`src/rtl/apb_cmd_pkg.sv`:
```
// Shared types for the APB command master: FSM states, response status and
// the sizing helper for the ACCESS timeout counter.
package apb_cmd_pkg;

   typedef enum logic [1:0] {
      ST_IDLE,
      ST_SETUP,
      ST_ACCESS,
      ST_RESP
   } state_e;

   typedef struct packed {
      logic err;
      logic timeout;
   } rsp_stat_t;

   // A zero TIMEOUT disables the counter, but it still needs one bit to exist.
   function automatic int tcnt_width(int timeout);
      return (timeout > 0) ? $clog2(timeout + 1) : 1;
   endfunction

endpackage

```
`src/rtl/apb_cmd_master_if.sv`:
```
// Command, response and APB signal bundle of the APB command master.
// The master modport is the requester side; slave is the issuer/peripheral side.
interface apb_cmd_master_if #(
   parameter int ADDR_W = 32,
   parameter int DATA_W = 32
);
   localparam int STRB_W = DATA_W / 8;

   logic              cmd_valid_i;
   logic              cmd_ready_o;
   logic              cmd_write_i;
   logic [ADDR_W-1:0] cmd_addr_i;
   logic [DATA_W-1:0] cmd_wdata_i;
   logic [STRB_W-1:0] cmd_strb_i;
   logic [2:0]        cmd_prot_i;

   logic              rsp_valid_o;
   logic              rsp_ready_i;
   logic [DATA_W-1:0] rsp_rdata_o;
   logic              rsp_err_o;
   logic              rsp_timeout_o;

   logic [ADDR_W-1:0] apb_addr_o;
   logic              apb_sel_o;
   logic              apb_enable_o;
   logic              apb_write_o;
   logic [STRB_W-1:0] apb_strb_o;
   logic [2:0]        apb_prot_o;
   logic [DATA_W-1:0] apb_wdata_o;
   logic              apb_ready_i;
   logic [DATA_W-1:0] apb_rdata_i;
   logic              apb_slverr_i;

   modport master (
      input  cmd_valid_i, cmd_write_i, cmd_addr_i, cmd_wdata_i, cmd_strb_i, cmd_prot_i,
      input  rsp_ready_i, apb_ready_i, apb_rdata_i, apb_slverr_i,
      output cmd_ready_o, rsp_valid_o, rsp_rdata_o, rsp_err_o, rsp_timeout_o,
      output apb_addr_o, apb_sel_o, apb_enable_o, apb_write_o, apb_strb_o,
      output apb_prot_o, apb_wdata_o
   );

   modport slave (
      output cmd_valid_i, cmd_write_i, cmd_addr_i, cmd_wdata_i, cmd_strb_i, cmd_prot_i,
      output rsp_ready_i, apb_ready_i, apb_rdata_i, apb_slverr_i,
      input  cmd_ready_o, rsp_valid_o, rsp_rdata_o, rsp_err_o, rsp_timeout_o,
      input  apb_addr_o, apb_sel_o, apb_enable_o, apb_write_o, apb_strb_o,
      input  apb_prot_o, apb_wdata_o
   );

endinterface

```
`src/rtl/apb_cmd_master_fifo.sv`:
```
// Synchronous command FIFO; a push while full is dropped, so a full FIFO only
// accepts again in the cycle after a pop has freed an entry.
module apb_cmd_fifo #(
   parameter int WIDTH = 8,
   parameter int DEPTH = 4
) (
   input  logic             clk,
   input  logic             rst_n,
   input  logic             push,
   input  logic [WIDTH-1:0] wdata,
   output logic             full,
   input  logic             pop,
   output logic [WIDTH-1:0] rdata,
   output logic             empty
);
   localparam int PTR_W = $clog2(DEPTH);

   logic [WIDTH-1:0] mem [DEPTH];
   logic [PTR_W:0]   wr_ptr;
   logic [PTR_W:0]   rd_ptr;
   logic             do_push;
   logic             do_pop;

   assign do_push = push && !full;
   assign do_pop  = pop && !empty;
   assign empty   = (wr_ptr == rd_ptr);
   // Extra pointer MSB distinguishes full from empty when the indices match.
   assign full    = (wr_ptr[PTR_W] != rd_ptr[PTR_W]) &&
                    (wr_ptr[PTR_W-1:0] == rd_ptr[PTR_W-1:0]);
   assign rdata   = mem[rd_ptr[PTR_W-1:0]];

   always_ff @(posedge clk or negedge rst_n) begin
      if (!rst_n) begin
         wr_ptr <= '0;
         rd_ptr <= '0;
      end else begin
         if (do_push) wr_ptr <= wr_ptr + 1'b1;
         if (do_pop)  rd_ptr <= rd_ptr + 1'b1;
      end
   end

   always_ff @(posedge clk) begin
      if (do_push) mem[wr_ptr[PTR_W-1:0]] <= wdata;
   end

endmodule

```
`src/rtl/apb_cmd_master.sv`:
```
// APB4 requester: queued commands are executed one APB transfer each, with
// wait-state handling, an optional ACCESS timeout and a response channel.
module apb_cmd_master
   import apb_cmd_pkg::*;
#(
   parameter int ADDR_W    = 32,
   parameter int DATA_W    = 32,
   parameter int CMD_DEPTH = 4,
   parameter int TIMEOUT   = 256
) (
   input  logic             apb_clk_i,
   input  logic             apb_resetn_i,
   apb_cmd_master_if.master bus,
   output logic             busy_o
);
   localparam int STRB_W = DATA_W / 8;
   localparam int TCNT_W = tcnt_width(TIMEOUT);
   localparam logic [TCNT_W-1:0] TCNT_LAST = TCNT_W'((TIMEOUT > 0) ? TIMEOUT - 1 : 0);

   typedef struct packed {
      logic              write;
      logic [ADDR_W-1:0] addr;
      logic [DATA_W-1:0] wdata;
      logic [STRB_W-1:0] strb;
      logic [2:0]        prot;
   } cmd_t;

   cmd_t              cmd_in;
   cmd_t              cmd_out;
   logic              fifo_full;
   logic              fifo_empty;
   logic              push;
   logic              pop;
   logic              rdy_en;

   state_e            state;
   state_e            state_nx;
   logic              sel_q, sel_nx;
   logic              en_q, en_nx;
   logic [TCNT_W-1:0] tcnt_q, tcnt_nx;
   logic              rsp_vld_q, rsp_vld_nx;
   logic [DATA_W-1:0] rsp_rdata_q, rsp_rdata_nx;
   rsp_stat_t         rsp_stat_q, rsp_stat_nx;

   logic [ADDR_W-1:0] addr_q;
   logic              write_q;
   logic [STRB_W-1:0] strb_q;
   logic [2:0]        prot_q;
   logic [DATA_W-1:0] wdata_q;

   assign cmd_in = '{write: bus.cmd_write_i, addr: bus.cmd_addr_i, wdata: bus.cmd_wdata_i,
                     strb: bus.cmd_strb_i, prot: bus.cmd_prot_i};
   assign push   = bus.cmd_valid_i && bus.cmd_ready_o;

   apb_cmd_fifo #(
      .WIDTH ($bits(cmd_t)),
      .DEPTH (CMD_DEPTH)
   ) u_fifo (
      .clk   (apb_clk_i),
      .rst_n (apb_resetn_i),
      .push  (push),
      .wdata (cmd_in),
      .full  (fifo_full),
      .pop   (pop),
      .rdata (cmd_out),
      .empty (fifo_empty)
   );

   // Holds cmd_ready_o low until the first clock edge after reset release.
   always_ff @(posedge apb_clk_i or negedge apb_resetn_i) begin
      if (!apb_resetn_i) rdy_en <= 1'b0;
      else               rdy_en <= 1'b1;
   end

   always_ff @(posedge apb_clk_i or negedge apb_resetn_i) begin
      if (!apb_resetn_i) state <= ST_IDLE;
      else               state <= state_nx;
   end

   always_comb begin
      state_nx     = state;
      pop          = 1'b0;
      sel_nx       = sel_q;
      en_nx        = en_q;
      tcnt_nx      = tcnt_q;
      rsp_vld_nx   = rsp_vld_q;
      rsp_rdata_nx = rsp_rdata_q;
      rsp_stat_nx  = rsp_stat_q;
      unique case (state)
         ST_IDLE: begin
            if (!fifo_empty) begin
               pop      = 1'b1;
               sel_nx   = 1'b1;
               state_nx = ST_SETUP;
            end
         end
         ST_SETUP: begin
            en_nx    = 1'b1;
            state_nx = ST_ACCESS;
         end
         ST_ACCESS: begin
            if (bus.apb_ready_i) begin
               sel_nx       = 1'b0;
               en_nx        = 1'b0;
               rsp_vld_nx   = 1'b1;
               rsp_rdata_nx = write_q ? '0 : bus.apb_rdata_i;
               rsp_stat_nx  = '{err: bus.apb_slverr_i, timeout: 1'b0};
               state_nx     = ST_RESP;
            end else if ((TIMEOUT != 0) && (tcnt_q == TCNT_LAST)) begin
               sel_nx       = 1'b0;
               en_nx        = 1'b0;
               rsp_vld_nx   = 1'b1;
               rsp_rdata_nx = '0;
               rsp_stat_nx  = '{err: 1'b1, timeout: 1'b1};
               state_nx     = ST_RESP;
            end else begin
               tcnt_nx = tcnt_q + 1'b1;
            end
         end
         ST_RESP: begin
            if (bus.rsp_ready_i) begin
               rsp_vld_nx = 1'b0;
               if (!fifo_empty) begin
                  pop      = 1'b1;
                  sel_nx   = 1'b1;
                  state_nx = ST_SETUP;
               end else begin
                  state_nx = ST_IDLE;
               end
            end
         end
         default: state_nx = ST_IDLE;
      endcase
      if (pop) tcnt_nx = '0;
   end

   always_ff @(posedge apb_clk_i or negedge apb_resetn_i) begin
      if (!apb_resetn_i) begin
         sel_q       <= 1'b0;
         en_q        <= 1'b0;
         tcnt_q      <= '0;
         rsp_vld_q   <= 1'b0;
         rsp_rdata_q <= '0;
         rsp_stat_q  <= '0;
         addr_q      <= '0;
         write_q     <= 1'b0;
         strb_q      <= '0;
         prot_q      <= '0;
         wdata_q     <= '0;
      end else begin
         sel_q       <= sel_nx;
         en_q        <= en_nx;
         tcnt_q      <= tcnt_nx;
         rsp_vld_q   <= rsp_vld_nx;
         rsp_rdata_q <= rsp_rdata_nx;
         rsp_stat_q  <= rsp_stat_nx;
         // Transfer attributes only change on a pop, so they stay stable through ACCESS.
         if (pop) begin
            addr_q  <= cmd_out.addr;
            write_q <= cmd_out.write;
            strb_q  <= cmd_out.write ? cmd_out.strb : '0;
            prot_q  <= cmd_out.prot;
            wdata_q <= cmd_out.wdata;
         end
      end
   end

   assign bus.cmd_ready_o   = rdy_en && !fifo_full;
   assign bus.rsp_valid_o   = rsp_vld_q;
   assign bus.rsp_rdata_o   = rsp_rdata_q;
   assign bus.rsp_err_o     = rsp_stat_q.err;
   assign bus.rsp_timeout_o = rsp_stat_q.timeout;
   assign bus.apb_addr_o    = addr_q;
   assign bus.apb_sel_o     = sel_q;
   assign bus.apb_enable_o  = en_q;
   assign bus.apb_write_o   = write_q;
   assign bus.apb_strb_o    = strb_q;
   assign bus.apb_prot_o    = prot_q;
   assign bus.apb_wdata_o   = wdata_q;
   assign busy_o            = !fifo_empty || (state != ST_IDLE);

endmodule

```
`src/flat_wrapper.sv`:
```
// flat-port wrapper written by rule: the top's interface ports become plain ports
module apb_cmd_master_flat import apb_cmd_pkg::*;
#(
   parameter int ADDR_W    = 32,
   parameter int DATA_W    = 32,
   parameter int CMD_DEPTH = 4,
   parameter int TIMEOUT   = 256
)
  (apb_clk_i, apb_resetn_i, busy_o, bus_cmd_valid_i, bus_cmd_write_i, bus_cmd_addr_i, bus_cmd_wdata_i, bus_cmd_strb_i, bus_cmd_prot_i, bus_rsp_ready_i, bus_apb_ready_i, bus_apb_rdata_i, bus_apb_slverr_i, bus_cmd_ready_o, bus_rsp_valid_o, bus_rsp_rdata_o, bus_rsp_err_o, bus_rsp_timeout_o, bus_apb_addr_o, bus_apb_sel_o, bus_apb_enable_o, bus_apb_write_o, bus_apb_strb_o, bus_apb_prot_o, bus_apb_wdata_o);
  apb_cmd_master_if #(.ADDR_W(ADDR_W), .DATA_W(DATA_W)) bus_i ();
  input  logic apb_clk_i;
  input  logic apb_resetn_i;
  output logic busy_o;
  input wire logic [$bits(bus_i.cmd_valid_i)-1:0] bus_cmd_valid_i;
  input wire logic [$bits(bus_i.cmd_write_i)-1:0] bus_cmd_write_i;
  input wire logic [$bits(bus_i.cmd_addr_i)-1:0] bus_cmd_addr_i;
  input wire logic [$bits(bus_i.cmd_wdata_i)-1:0] bus_cmd_wdata_i;
  input wire logic [$bits(bus_i.cmd_strb_i)-1:0] bus_cmd_strb_i;
  input wire logic [$bits(bus_i.cmd_prot_i)-1:0] bus_cmd_prot_i;
  input wire logic [$bits(bus_i.rsp_ready_i)-1:0] bus_rsp_ready_i;
  input wire logic [$bits(bus_i.apb_ready_i)-1:0] bus_apb_ready_i;
  input wire logic [$bits(bus_i.apb_rdata_i)-1:0] bus_apb_rdata_i;
  input wire logic [$bits(bus_i.apb_slverr_i)-1:0] bus_apb_slverr_i;
  output wire logic [$bits(bus_i.cmd_ready_o)-1:0] bus_cmd_ready_o;
  output wire logic [$bits(bus_i.rsp_valid_o)-1:0] bus_rsp_valid_o;
  output wire logic [$bits(bus_i.rsp_rdata_o)-1:0] bus_rsp_rdata_o;
  output wire logic [$bits(bus_i.rsp_err_o)-1:0] bus_rsp_err_o;
  output wire logic [$bits(bus_i.rsp_timeout_o)-1:0] bus_rsp_timeout_o;
  output wire logic [$bits(bus_i.apb_addr_o)-1:0] bus_apb_addr_o;
  output wire logic [$bits(bus_i.apb_sel_o)-1:0] bus_apb_sel_o;
  output wire logic [$bits(bus_i.apb_enable_o)-1:0] bus_apb_enable_o;
  output wire logic [$bits(bus_i.apb_write_o)-1:0] bus_apb_write_o;
  output wire logic [$bits(bus_i.apb_strb_o)-1:0] bus_apb_strb_o;
  output wire logic [$bits(bus_i.apb_prot_o)-1:0] bus_apb_prot_o;
  output wire logic [$bits(bus_i.apb_wdata_o)-1:0] bus_apb_wdata_o;
  assign bus_i.cmd_valid_i = bus_cmd_valid_i;
  assign bus_i.cmd_write_i = bus_cmd_write_i;
  assign bus_i.cmd_addr_i = bus_cmd_addr_i;
  assign bus_i.cmd_wdata_i = bus_cmd_wdata_i;
  assign bus_i.cmd_strb_i = bus_cmd_strb_i;
  assign bus_i.cmd_prot_i = bus_cmd_prot_i;
  assign bus_i.rsp_ready_i = bus_rsp_ready_i;
  assign bus_i.apb_ready_i = bus_apb_ready_i;
  assign bus_i.apb_rdata_i = bus_apb_rdata_i;
  assign bus_i.apb_slverr_i = bus_apb_slverr_i;
  assign bus_cmd_ready_o = bus_i.cmd_ready_o;
  assign bus_rsp_valid_o = bus_i.rsp_valid_o;
  assign bus_rsp_rdata_o = bus_i.rsp_rdata_o;
  assign bus_rsp_err_o = bus_i.rsp_err_o;
  assign bus_rsp_timeout_o = bus_i.rsp_timeout_o;
  assign bus_apb_addr_o = bus_i.apb_addr_o;
  assign bus_apb_sel_o = bus_i.apb_sel_o;
  assign bus_apb_enable_o = bus_i.apb_enable_o;
  assign bus_apb_write_o = bus_i.apb_write_o;
  assign bus_apb_strb_o = bus_i.apb_strb_o;
  assign bus_apb_prot_o = bus_i.apb_prot_o;
  assign bus_apb_wdata_o = bus_i.apb_wdata_o;
  apb_cmd_master #(.ADDR_W(ADDR_W), .DATA_W(DATA_W), .CMD_DEPTH(CMD_DEPTH), .TIMEOUT(TIMEOUT)) u_core (.apb_clk_i(apb_clk_i), .apb_resetn_i(apb_resetn_i), .bus(bus_i), .busy_o(busy_o));
endmodule
```
`config.mk`:
```
export PLATFORM = sky130hd
export DESIGN_NAME = apb_cmd_master_flat
export DESIGN_NICKNAME = d
export VERILOG_FILES = /design/src/rtl/apb_cmd_pkg.sv /design/src/rtl/apb_cmd_master_if.sv /design/src/rtl/apb_cmd_master_fifo.sv /design/src/rtl/apb_cmd_master.sv /design/src/flat_wrapper.sv
export SDC_FILE = /design/constraint.sdc
export NUM_CORES = 1
export LEC_CHECK = 0
export BUFFER_PORTS_ARGS = -buffer_cell sky130_fd_sc_hd__buf_4
export CAP_MARGIN = 20
export CORE_MARGIN = 2
export CORE_UTILIZATION = 30
export CTS_BUF_LIST = sky130_fd_sc_hd__clkbuf_8
export CTS_CLUSTER_SIZE = 30
export DETAILED_ROUTE_END_ITERATION = 8
export PLACE_DENSITY_LB_ADDON = 0.3
export REMOVE_ABC_BUFFERS = 1
export SYNTH_ARGS = -nofsm -noshare
export SYNTH_HDL_FRONTEND = slang
export SYNTH_SLANG_ARGS = --single-unit
```
`constraint.sdc`:
```
create_clock -name apb_clk_i -period 5 [get_ports apb_clk_i]
set_input_delay 0.25 -clock apb_clk_i [delete_from_list [all_inputs] [get_ports apb_clk_i]]
set_output_delay 0.25 -clock apb_clk_i [all_outputs]
set_load 0.05 [all_outputs]
```
* Word level (Yosys, flattened, before mapping) *
Memory sizes are Yosys's and may differ from the RTL's.
Cells that the tools add are included.

word-level totals
  bits in registers = 127
  memory bits (writable) = 288
  output and inout bits = 111
  word-level logic and storage cells = 83
  memories kept = 1

cells by class
  add/subtract/negate cells = 3
  eq/ne operators = 12
  mux-type cells = 30
  reductions and logical operators = 21

memory list
  name               words  width  read ports  clocked after memory_dff  write ports  RTL line                   RTL
  u_core.u_fifo.mem  4      72     1           0                         1            apb_cmd_master_fifo.sv:18  logic [WIDTH-1:0] mem [DEPTH];

operators with widths
  operator                                        count
  2-to-1 mux 32 bit                               3
  2-to-1 mux 9 bit                                4
  2-to-1 mux 1 bit                                12
  AND reduction 3 bit                             4
  2-to-1 mux 2 bit                                5
  nonzero test 2 bit                              5
  adder 9 x 1 -> 9 bit (second input constant)    1
  == test 9 x 8 -> 1 bit (second input constant)  1
  case mux 2 bit (4 select lines)                 1
  adder 3 x 1 -> 3 bit (second input constant)    2
  != test 2 bit (second input constant)           3
  case mux 1 bit (2 select lines)                 3
  logical AND 1 bit                               5
  == test 2 bit (second input constant)           2
  2-to-1 mux 4 bit                                1
  AND reduction 2 bit                             2
  == test 3 bit                                   1
  != test 3 x 2 -> 1 bit (second input constant)  1
  case mux 1 bit (3 select lines)                 1
  nonzero test 3 bit                              1
  == test 2 x 1 -> 1 bit (second input constant)  1
  == test 2 bit                                   1
  logical NOT 1 bit                               2
  logical NOT 2 bit                               1
  other kinds (3)                                 3

* Longest topological paths before layout *
Gate-level depths: netlist (run 1).

  depth in word-level cells = 8
  gate-level depth with buffers = 9

* Cells and area by module *
From an unflattened synthesis (run 1), not the netlist that was laid out.

unflattened totals
  cells, all modules = 823
  area, all modules = 16144.2 µm²

by module, submodules not included
  module          times used  cells an instance  area an instance (µm²)  sequential area each (µm²)
  apb_cmd_fifo    1           427                10951.8                 8798.4
  apb_cmd_master  1           396                5192.5                  3027.9

* Worst setup path after synthesis (run 1) *
No wires, ideal clock.

  path kind = reg-to-reg
  start = reg u_core.u_fifo.wr_ptr[0]
  end = mem u_core.u_fifo.mem[1][0] (netlist name) (enable)
  library setup time = 0.439 ns
  data arrival time = 3.039 ns
  path slack = 1.523 ns
  stages on the path, launching flop included = 5
  path buffers = 0
  clock period less this slack = 3.477 ns
  cells stage by stage = dfrtp_1 > xnor2_1 > nand3_1 > and2_1 > and3_1

on the way
  cells in the longest elaborated chain, start to end = 8

ends and longest elaborated chain
  what                                    RTL line                   RTL
  start, declared                         apb_cmd_master_fifo.sv:19  logic [PTR_W:0] wr_ptr;
  start signal, assigned                  apb_cmd_master_fifo.sv:37  if (do_push) wr_ptr <= wr_ptr + 1'b1;
  == test 2 bit                           apb_cmd_master_fifo.sv:29  (wr_ptr[PTR_W-1:0] == rd_ptr[PTR_W-1:0]);
  logical AND 1 bit                       apb_cmd_master_fifo.sv:28  assign full = (wr_ptr[PTR_W] != rd_ptr[PTR_W]) &&
  logical NOT 1 bit                       apb_cmd_master.sv:168      assign bus.cmd_ready_o = rdy_en && !fifo_full;
  logical AND 1 bit                       apb_cmd_master.sv:168
  via bus_cmd_ready_o                     flat_wrapper.sv:24         output wire logic [$bits(bus_i.cmd_ready_o)-1:0] bus_cmd_ready_o;
  logical AND 1 bit                       apb_cmd_master.sv:53       assign push = bus.cmd_valid_i && bus.cmd_ready_o;
  logical AND 1 bit                       apb_cmd_master_fifo.sv:24  assign do_push = push && !full;
  2-to-1 mux 1 bit                        apb_cmd_master_fifo.sv:43  if (do_push) mem[wr_ptr[PTR_W-1:0]] <= wdata;
  2-to-1 mux 1 bit (implied by the code)  apb_cmd_master_fifo.sv:43
  end, declared                           apb_cmd_master_fifo.sv:18

The timed path passes the listed nets, and every way through them passes these cells.

* Final worst setup path (run 1) *
  start = reg u_core.u_fifo.rd_ptr[0]
  end = mem u_core.u_fifo.mem[2][68] (netlist name) (enable)

on the way
  cells in the longest elaborated chain, start to end = 8

ends and longest elaborated chain
  what                                      RTL line                                          RTL
  start, declared                           apb_cmd_master_fifo.sv:20                         logic [PTR_W:0] rd_ptr;
  start signal, assigned                    apb_cmd_master_fifo.sv:38                         if (do_pop) rd_ptr <= rd_ptr + 1'b1;
  == test 2 bit *                           apb_cmd_master_fifo.sv:29
  logical AND 1 bit *                       apb_cmd_master_fifo.sv:28
  logical NOT 1 bit *                       apb_cmd_master_fifo.sv:24, apb_cmd_master.sv:168
  logical AND 1 bit                         apb_cmd_master.sv:168
  logical AND 1 bit                         apb_cmd_master.sv:53
  logical AND 1 bit *                       apb_cmd_master_fifo.sv:24
  2-to-1 mux 1 bit *                        apb_cmd_master_fifo.sv:43
  2-to-1 mux 1 bit (implied by the code) *  apb_cmd_master_fifo.sv:43

Every way passes the cells marked *; elsewhere a longest branch is shown, timed or not.

==> results of run 1 <==
==> metal layers <==
layer / routed length [um] / vias to the layer above / track usage (%)
li1: - / 3870 / -
met3: 2160 / 70 / 3.85
met4: 747 / 2 / 4.38
met2: 16300 / 233 / 20.8
met5: 13 / - / 0
met1: 15900 / 4263 / 17.8
==> flip-flops by register name (all words and copies together), names as in the netlist, 2 cells and up <==
register	flops
u_core.state	2
u_core.bus.apb_wdata_o	32
u_core.bus.rsp_rdata_o	32
u_core.bus.apb_strb_o	4
u_core.bus.apb_addr_o	32
u_core.u_fifo.mem	288
u_core.u_fifo.wr_ptr	3
u_core.bus.apb_prot_o	3
u_core.u_fifo.rd_ptr	3
u_core.tcnt_q	9
==> cells in the mapped netlist, types with 2 or more instances <==
cell type	instances
clkbuf_1	19
xor2_1	5
nor2b_1	4
buf_2	15
ha_1	12
o21ai_0	42
dfrtp_1	127
nor3_1	4
and3_1	4
edfxtp_1	288
mux2_2	69
a21oi_1	6
xnor2_1	9
nand2_1	75
buf_4	2
mux4_2	72
nor2_1	12
nand3_1	9
inv_1	11
nand4_1	5
==> power breakdown <==
| part | switching (mW) | internal [mW] | leakage, nW | total, mW |
|---|---|---|---|---|
| Clock | 1.39 | 1.55 | 0.768 | 2.94 |
| Sequential | 0.539 | 4.50 | 4.18 | 5.04 |
| Combinational | 3.00 | 1.92 | 2.75 | 4.91 |
| Total | 4.92 | 7.97 | 7.70 | 12.9 |
==> critical path: cells and delay by family (launching register included) <==
kind	cells	cell delay, ns
xor+xnor	1	0.32
flops	1	0.94
buf+inv	1	0.42
simple gates	3	1.24
==> kinds of logic (layout without fill, tap and decap cells) <==
logic type                 after synthesis  after routing  synth area share, %
other                                    1              3               0.0242
and+or+nand+nor                        118            118                 3.27
muxes                                  143            143                 15.6
AOI/OAI and AO/OA                       52             52                 1.77
xor gates and xnor gates                14             14                0.790
adders and majority gates               12             12                0.968
buffers and inverters                   48            479                 1.33
DFF                                    415            415                 76.2
==> final cells by class <==
| class | instances | area, sq um | share of cell area (%) |
|---|---|---|---|
| Antenna cell | 2 | 5.00 | 0.0245 |
| Clock buffer | 74 | 1020 | 4.98 |
| Clock inverter | 54 | 340 | 1.66 |
| Inverter | 11 | 43.8 | 0.214 |
| Multi-Input combinational cell | 340 | 3520 | 17.2 |
| Sequential cell | 415 | 11800 | 57.9 |
| Tap cell | 680 | 851 | 4.16 |
| Timing Repair Buffer | 340 | 2840 | 13.9 |
==> worst paths after layout <==
kind                                                 start                         end  slack, ns  depth (start not counted)
worst min register to register  u_core.bus.rsp_rdata_o[19]  u_core.bus.rsp_rdata_o[19]       0.48                          2
worst max-delay path               u_core.u_fifo.rd_ptr[0]    u_core.u_fifo.mem[2][68]       1.71                          5
max in group asynchronous                     apb_resetn_i  u_core.bus.apb_wdata_o[31]       3.57                          3
worst min-delay path                          apb_resetn_i        u_core.bus.rsp_err_o       0.32                          2
min in group apb_clk_i                 bus_cmd_wdata_i[22]    u_core.u_fifo.mem[3][29]       0.36                          2
worst max register to register     u_core.u_fifo.rd_ptr[0]    u_core.u_fifo.mem[2][68]       1.71                          5
==> through the flow <==
stage | worst slack [ns] | cells | instance area, sq um | hold WS, ns
global route | 1.32 | 1916 | 20400 | 0.330
floorplan | -2.71 | 766 | 15300 | -0.0456
global placement | 1.59 | 1676 | 18000 | 0.452
detailed placement | 1.56 | 1677 | 18000 | 0.450
finish | 1.71 | 1916 | 20400 | 0.324
CTS | 1.52 | 1914 | 20400 | 0.294
==> timing repair <==
item | 4_1_cts | 5_1_grt
endpoints found under the hold margin | 422 | 0
hold buffers | 109 | 0
buffers inserted | 0 | 0
==> out/qor.yml, run 1 <==
run_status:
  status: "completed"
setup_path:
  critical_path_class: "register to register"
  crit_path_end_kind: "register"
  cp_slowest_stage_delay_ns: 0.94
  cp.required_ns: 5.29
  cp-start-kind: "register"
  crit_fanout: 55
  path_cells: "xnor2_1 > nand3_1 > and2_1 > and3_4 > buf_4"
  crit_arrival_ns: 3.59
  critPathSlowestCell: "dfrtp_4"
timing:
  max_clock_freq_mhz: 303
  hold_violations: 0
  finalMaxSlewViolations: 0
  setup_viol: 0
  setup_tns_ns: 0
  finalCritPeriodShare_pct: 65.9
  slew_headroom_pct: 33.1
  tightest_slew_ns: 1.00
  finalClockSkew_ns: 0.0211
  grt_setup_unrepaired: "false"
  fin_crit_ns: 3.29
synth:
  ys_top_cells_by_area: "edfxtp_1 56%, dfrtp_1 20%, mux4_2 10%"
  synthesis.area_sq_um: 15500
  syn_area_per_cell_sq_um: 19.3
  ys_types: 33
  syn_inst: 803
  synth_edf_count: 288
  yosysTopAreaCell: "edfxtp_1"
  synth_top_area_share_pct: 55.8
  ys.flop_type: "edfxtp_1"
  synthArstFlopShare_pct: 30.6
  yosysWarningCount: 0
  synth_seq_area_share_pct: 76.2
  ys_ff_latch: 415
power_and_ir_drop:
  powerDensity_nw_per_um2: 631
  vdd_drop_max_uv: 355
  p_total_mw: 12.9
  leakage_nw: 7.70
floorplanning:
  io_pins: 221
  start_util_pct: 30.3
  dieWidth_um: 231
  fp.coreArea_sq_um: 51200
  rows: 83
  die-area_sq_um: 53500
  die_h_um: 231
job:
  drv_cap: 0
layout:
  final_nets: 1302
  fillCellCount: 4649
  area_growth_pct: 31.8
  final_common_cell: "edfxtp_1"
  final_util_pct: 39.9
  drive_gt1_share_pct: 38.5
  layout.cells.most_common_list: "288 x edfxtp_1, 229 x buf_4, 125 x dfrtp_1"
drt:
  ant_nets: 0
  first_pass_iters: 4
  vias: 8438
  wl_mm: 35.1
  vias_per_cell: 4.40
  drc_errors: 0
  wl_per_cell_um: 18.3
  drt_iter0_markers: 410
placement:
  io_buffers: 220
  place_congestion: 0.741
  dpl.hpwl_mm: 20.7
clock_network:
  cts_made_buffers: 72
  htreeDepth: 3
  cts_root_buffer: "clkbuf_8"
  clkTransAtPathRegs_ns: 0.06
  cts_resized: 0
  cts_tree: "done"
  cts_buffer_depth: 3
  clock_latency_ns: 0.63
  cts_sinks: 415
global_route:
  grt_pass1_vias: 9114
  grt_pass1_wl_mm: 53.9
  grt_usage_pct: 13.3
  overflow: 0
  antenna_found_initial: 3
  grt_max_degree: 97
worst_hold_path:
  hp-class: "input pin to asynchronous set/reset pin"
Note: power is estimated with default switching activity, not from simulation.
==> run 2, diff against run 1 <==
==> constraint.sdc (replaced) <==
create_clock -name apb_clk_i -period 3 [get_ports apb_clk_i]
set_input_delay 0.15 -clock apb_clk_i [delete_from_list [all_inputs] [get_ports apb_clk_i]]
set_output_delay 0.15 -clock apb_clk_i [all_outputs]
set_load 0.05 [all_outputs]
==> run 2 against run 1 <==
Compared with the run above: flip-flop and latch count stayed put; clock skew rose by 0.0060 ns; count of clock-buffer cells in the layout up 11; via count up 0.23%; wire length rose by 0.86%; critical path depth increased by 1; sequential power up 62%; clock power rose by 78%; utilization increased by 0.51 points; total power rose by 70%; highest routed layer unchanged; maximum frequency is 37% higher; die area stayed put; largest cell class unchanged.
==> out/qor.yml, run 2 (synthesized netlist as in run 1, its figures left out) <==
power_and_ir_drop:
  p_sw_share_pct: 37.5  # was 38.2%
  leakage_nw: 7.84  # was 7.70 nW
  switchingPower_mw: 8.21  # was 4.92 mW
  vdd_drop_max_uv: 740  # was 355 uV
  power.share.sequential_pct: 37.3  # was 39.1%
  power_frac_comb_pct: 38.8  # was 38.1%
  intPower_mw: 13.7  # was 7.97 mW
  powerDensity_nw_per_um2: 1060  # was 631 nW/um^2
  power_frac_clock_pct: 23.9  # was 22.8%
timing:
  hold_violations: 0  # unchanged
  max_clock_freq_mhz: 416  # was 303 MHz
  worst_hold_slack_ns: 0.118  # was 0.324 ns
  slew_headroom_pct: 34.3  # was 33.1%
  finalCritPeriodShare_pct: 80.1  # was 65.9%
  tightest_slew_ns: 0.986  # was 1.00 ns
  setup_viol: 0  # unchanged
  fin_crit_ns: 2.40  # was 3.29 ns
  finalMaxSlewViolations: 0  # unchanged
  grt_setup_unrepaired: "false"  # unchanged
  finalClockSkew_ns: 0.0271  # was 0.0211 ns
clock_network:
  clock_latency_ns: 0.64  # was 0.63 ns
  cts_buffer_depth: 3  # unchanged
  post_cts_buffers: 0  # unchanged
  cts_made_buffers: 76  # was 72
  cts_resized: 0  # unchanged
  cts_root_buffer: "clkbuf_8"  # unchanged
  cts_tree: "done"  # unchanged
  cts_sinks: 415  # unchanged
  htreeDepth: 3  # unchanged
  clkTransAtPathRegs_ns: 0.06  # about the same
layout:
  area_growth_pct: 33.5  # was 31.8%
  largest_reg_flops: 288  # unchanged
  final_nets: 1310  # was 1302
  stdcell_count: 1933  # was 1916
  final_common_cell: "edfxtp_1"  # unchanged
  layout.cells.most_common_list: "288 x edfxtp_1, 227 x buf_4, 125 x dfrtp_1"  # was 288 x edfxtp_1, 229 x buf_4, 125 x dfrtp_1
  multi_input_area_sq_um: 3520  # unchanged
  drive_gt1_share_pct: 39.0  # was 38.5%
  regArea_sq_um: 11800  # unchanged
  fillCellCount: 4697  # was 4649
setup_path:
  crit_arrival_ns: 2.91  # was 3.59 ns
  cp.required_ns: 3.50  # was 5.29 ns
  critical_path_class: "register to register"  # unchanged
  cp-start-kind: "register"  # unchanged
  rrSetupSlack_ns: 0.60  # was 1.71 ns
  r2r-start: "u_core.state[0]"  # was u_core.u_fifo.rd_ptr[0]
  timing.rr.end: "u_core.bus.apb_wdata_o[14]"  # was u_core.u_fifo.mem[2][68]
  crit_path_end_kind: "register"  # unchanged
  crit_fanout: 88  # was 55
  rr_worst_depth: 6  # was 5
drt:
  first_pass_iters: 4  # unchanged
  ant_nets: 0  # unchanged
  drt_iter0_markers: 422  # was 410
  vias_per_cell: 4.38  # was 4.40
  drc_errors: 0  # unchanged
  wl_per_cell_um: 18.3  # about the same
  vias: 8457  # was 8438
  wl_mm: 35.4  # was 35.1 mm
floorplanning:
  start_util_pct: 30.3  # unchanged
  fp.coreArea_sq_um: 51200  # unchanged
  io_pins: 221  # unchanged
  die_h_um: 231  # unchanged
  rows: 83  # unchanged
  dieWidth_um: 231  # unchanged
  die-area_sq_um: 53500  # unchanged
placement:
  dpl.hpwl_mm: 20.7  # about the same
  place_inst: 1681  # was 1677
  io_buffers: 220  # unchanged
  place_congestion: 0.749  # was 0.741
global_route:
  grt_usage_pct: 13.5  # was 13.3%
  overflow: 0  # unchanged
  grt_pass1_vias: 9020  # was 9114
  grt_max_degree: 89  # was 97
  antenna_found_initial: 3  # unchanged
  grt_pass1_wl_mm: 54.1  # was 53.9 mm
worst_hold_path:
  hp-class: "input pin to asynchronous set/reset pin"  # unchanged
run_status:
  status: "completed"  # unchanged
job:
  drv_cap: 0  # unchanged
-- run 2: changes by cell type in the layout (fill, tap and decap cells not counted), moves of 2 or more --
cell | previous run | this run
clkinv_1 | 17 | 11
inv_1 | 29 | 38
buf_4 | 229 | 227
buf_12 | 0 | 7
inv_8 | 3 | 0
clkbuf_8 | 74 | 85
-- run 2: timing repair --
| item | 4_1_cts | 5_1_grt |
|---|---|---|
| setup endpoints to repair | 0 | 0 |
| endpoints found under the hold margin | 409 | 0 |
| hold buffers | 109 | 0 |
-- run 2: worst max path at each step --
stage	end	slack, ns	start
final	u_core.bus.apb_wdata_o[14]	0.60	u_core.state[0]
after global routing	u_core.u_fifo.mem[0][30]	0.47	u_core.u_fifo.rd_ptr[0]
after CTS	u_core.bus.apb_wdata_o[14]	0.56	u_core.u_fifo.rd_ptr[1]
after detailed placement	u_core.bus.apb_wdata_o[14]	0.61	u_core.u_fifo.rd_ptr[1]
after global placement	u_core.bus.apb_addr_o[28]	0.64	u_core.u_fifo.rd_ptr[1]
after floorplan	u_core.bus.apb_addr_o[0]	-4.71	u_core.u_fifo.rd_ptr[0]
-- run 2: critical path, stage by stage (launching register included) --
cell and delay (ns):
dfrtp_1 0.41, inv_1 0.14, ha_1 0.25, a21oi_1 0.13, a311oi_4 0.34, buf_12 0.43, mux2_2 0.40
-- run 2: final cells by class --
class / count / share of cell area, %
repair buffers: 344 / 14.2
well taps: 680 / 4.11
diodes: 3 / 0.0362
clock inverters: 55 / 1.64
flip-flops and latches: 415 / 57.1
multi-input cells: 340 / 17.0
clock buffers: 85 / 5.65
inverters: 11 / 0.211
-- run 2: layer usage --
layer,vias up,global-route usage [%],part of all wire (%)
met5,-,0,0.037
met4,2,4.58,1.6
met3,43,3.52,6.9
met2,242,21.4,47
met1,4281,17.9,44
li1,3889,-,-
-- run 2: power groups by stage --
stage / sequential [mW] / clock (mW) / combinational (mW)
after floorplan: 11.0 / 0 / 3.12
after global placement: 8.28 / 0 / 8.47
after detailed placement: 8.31 / 0 / 8.54
after CTS: 8.21 / 5.45 / 8.66
after global routing: 8.33 / 5.72 / 9.09
final: 8.18 / 5.24 / 8.49
-- run 2: through the flow --
stage	instance area, sq um	setup slack [ns]	power (mW)	setup TNS, ns	utilization, %
after floorplan	15300	-4.71	14.1	-1337.09	-
after global placement	18100	0.641	16.8	0	35.4
after detailed placement	18100	0.607	16.8	0	35.4
after CTS	20700	0.557	22.3	0	40.4
after global routing	20700	0.469	23.1	0	40.4
final	20700	0.596	21.9	0	40.5
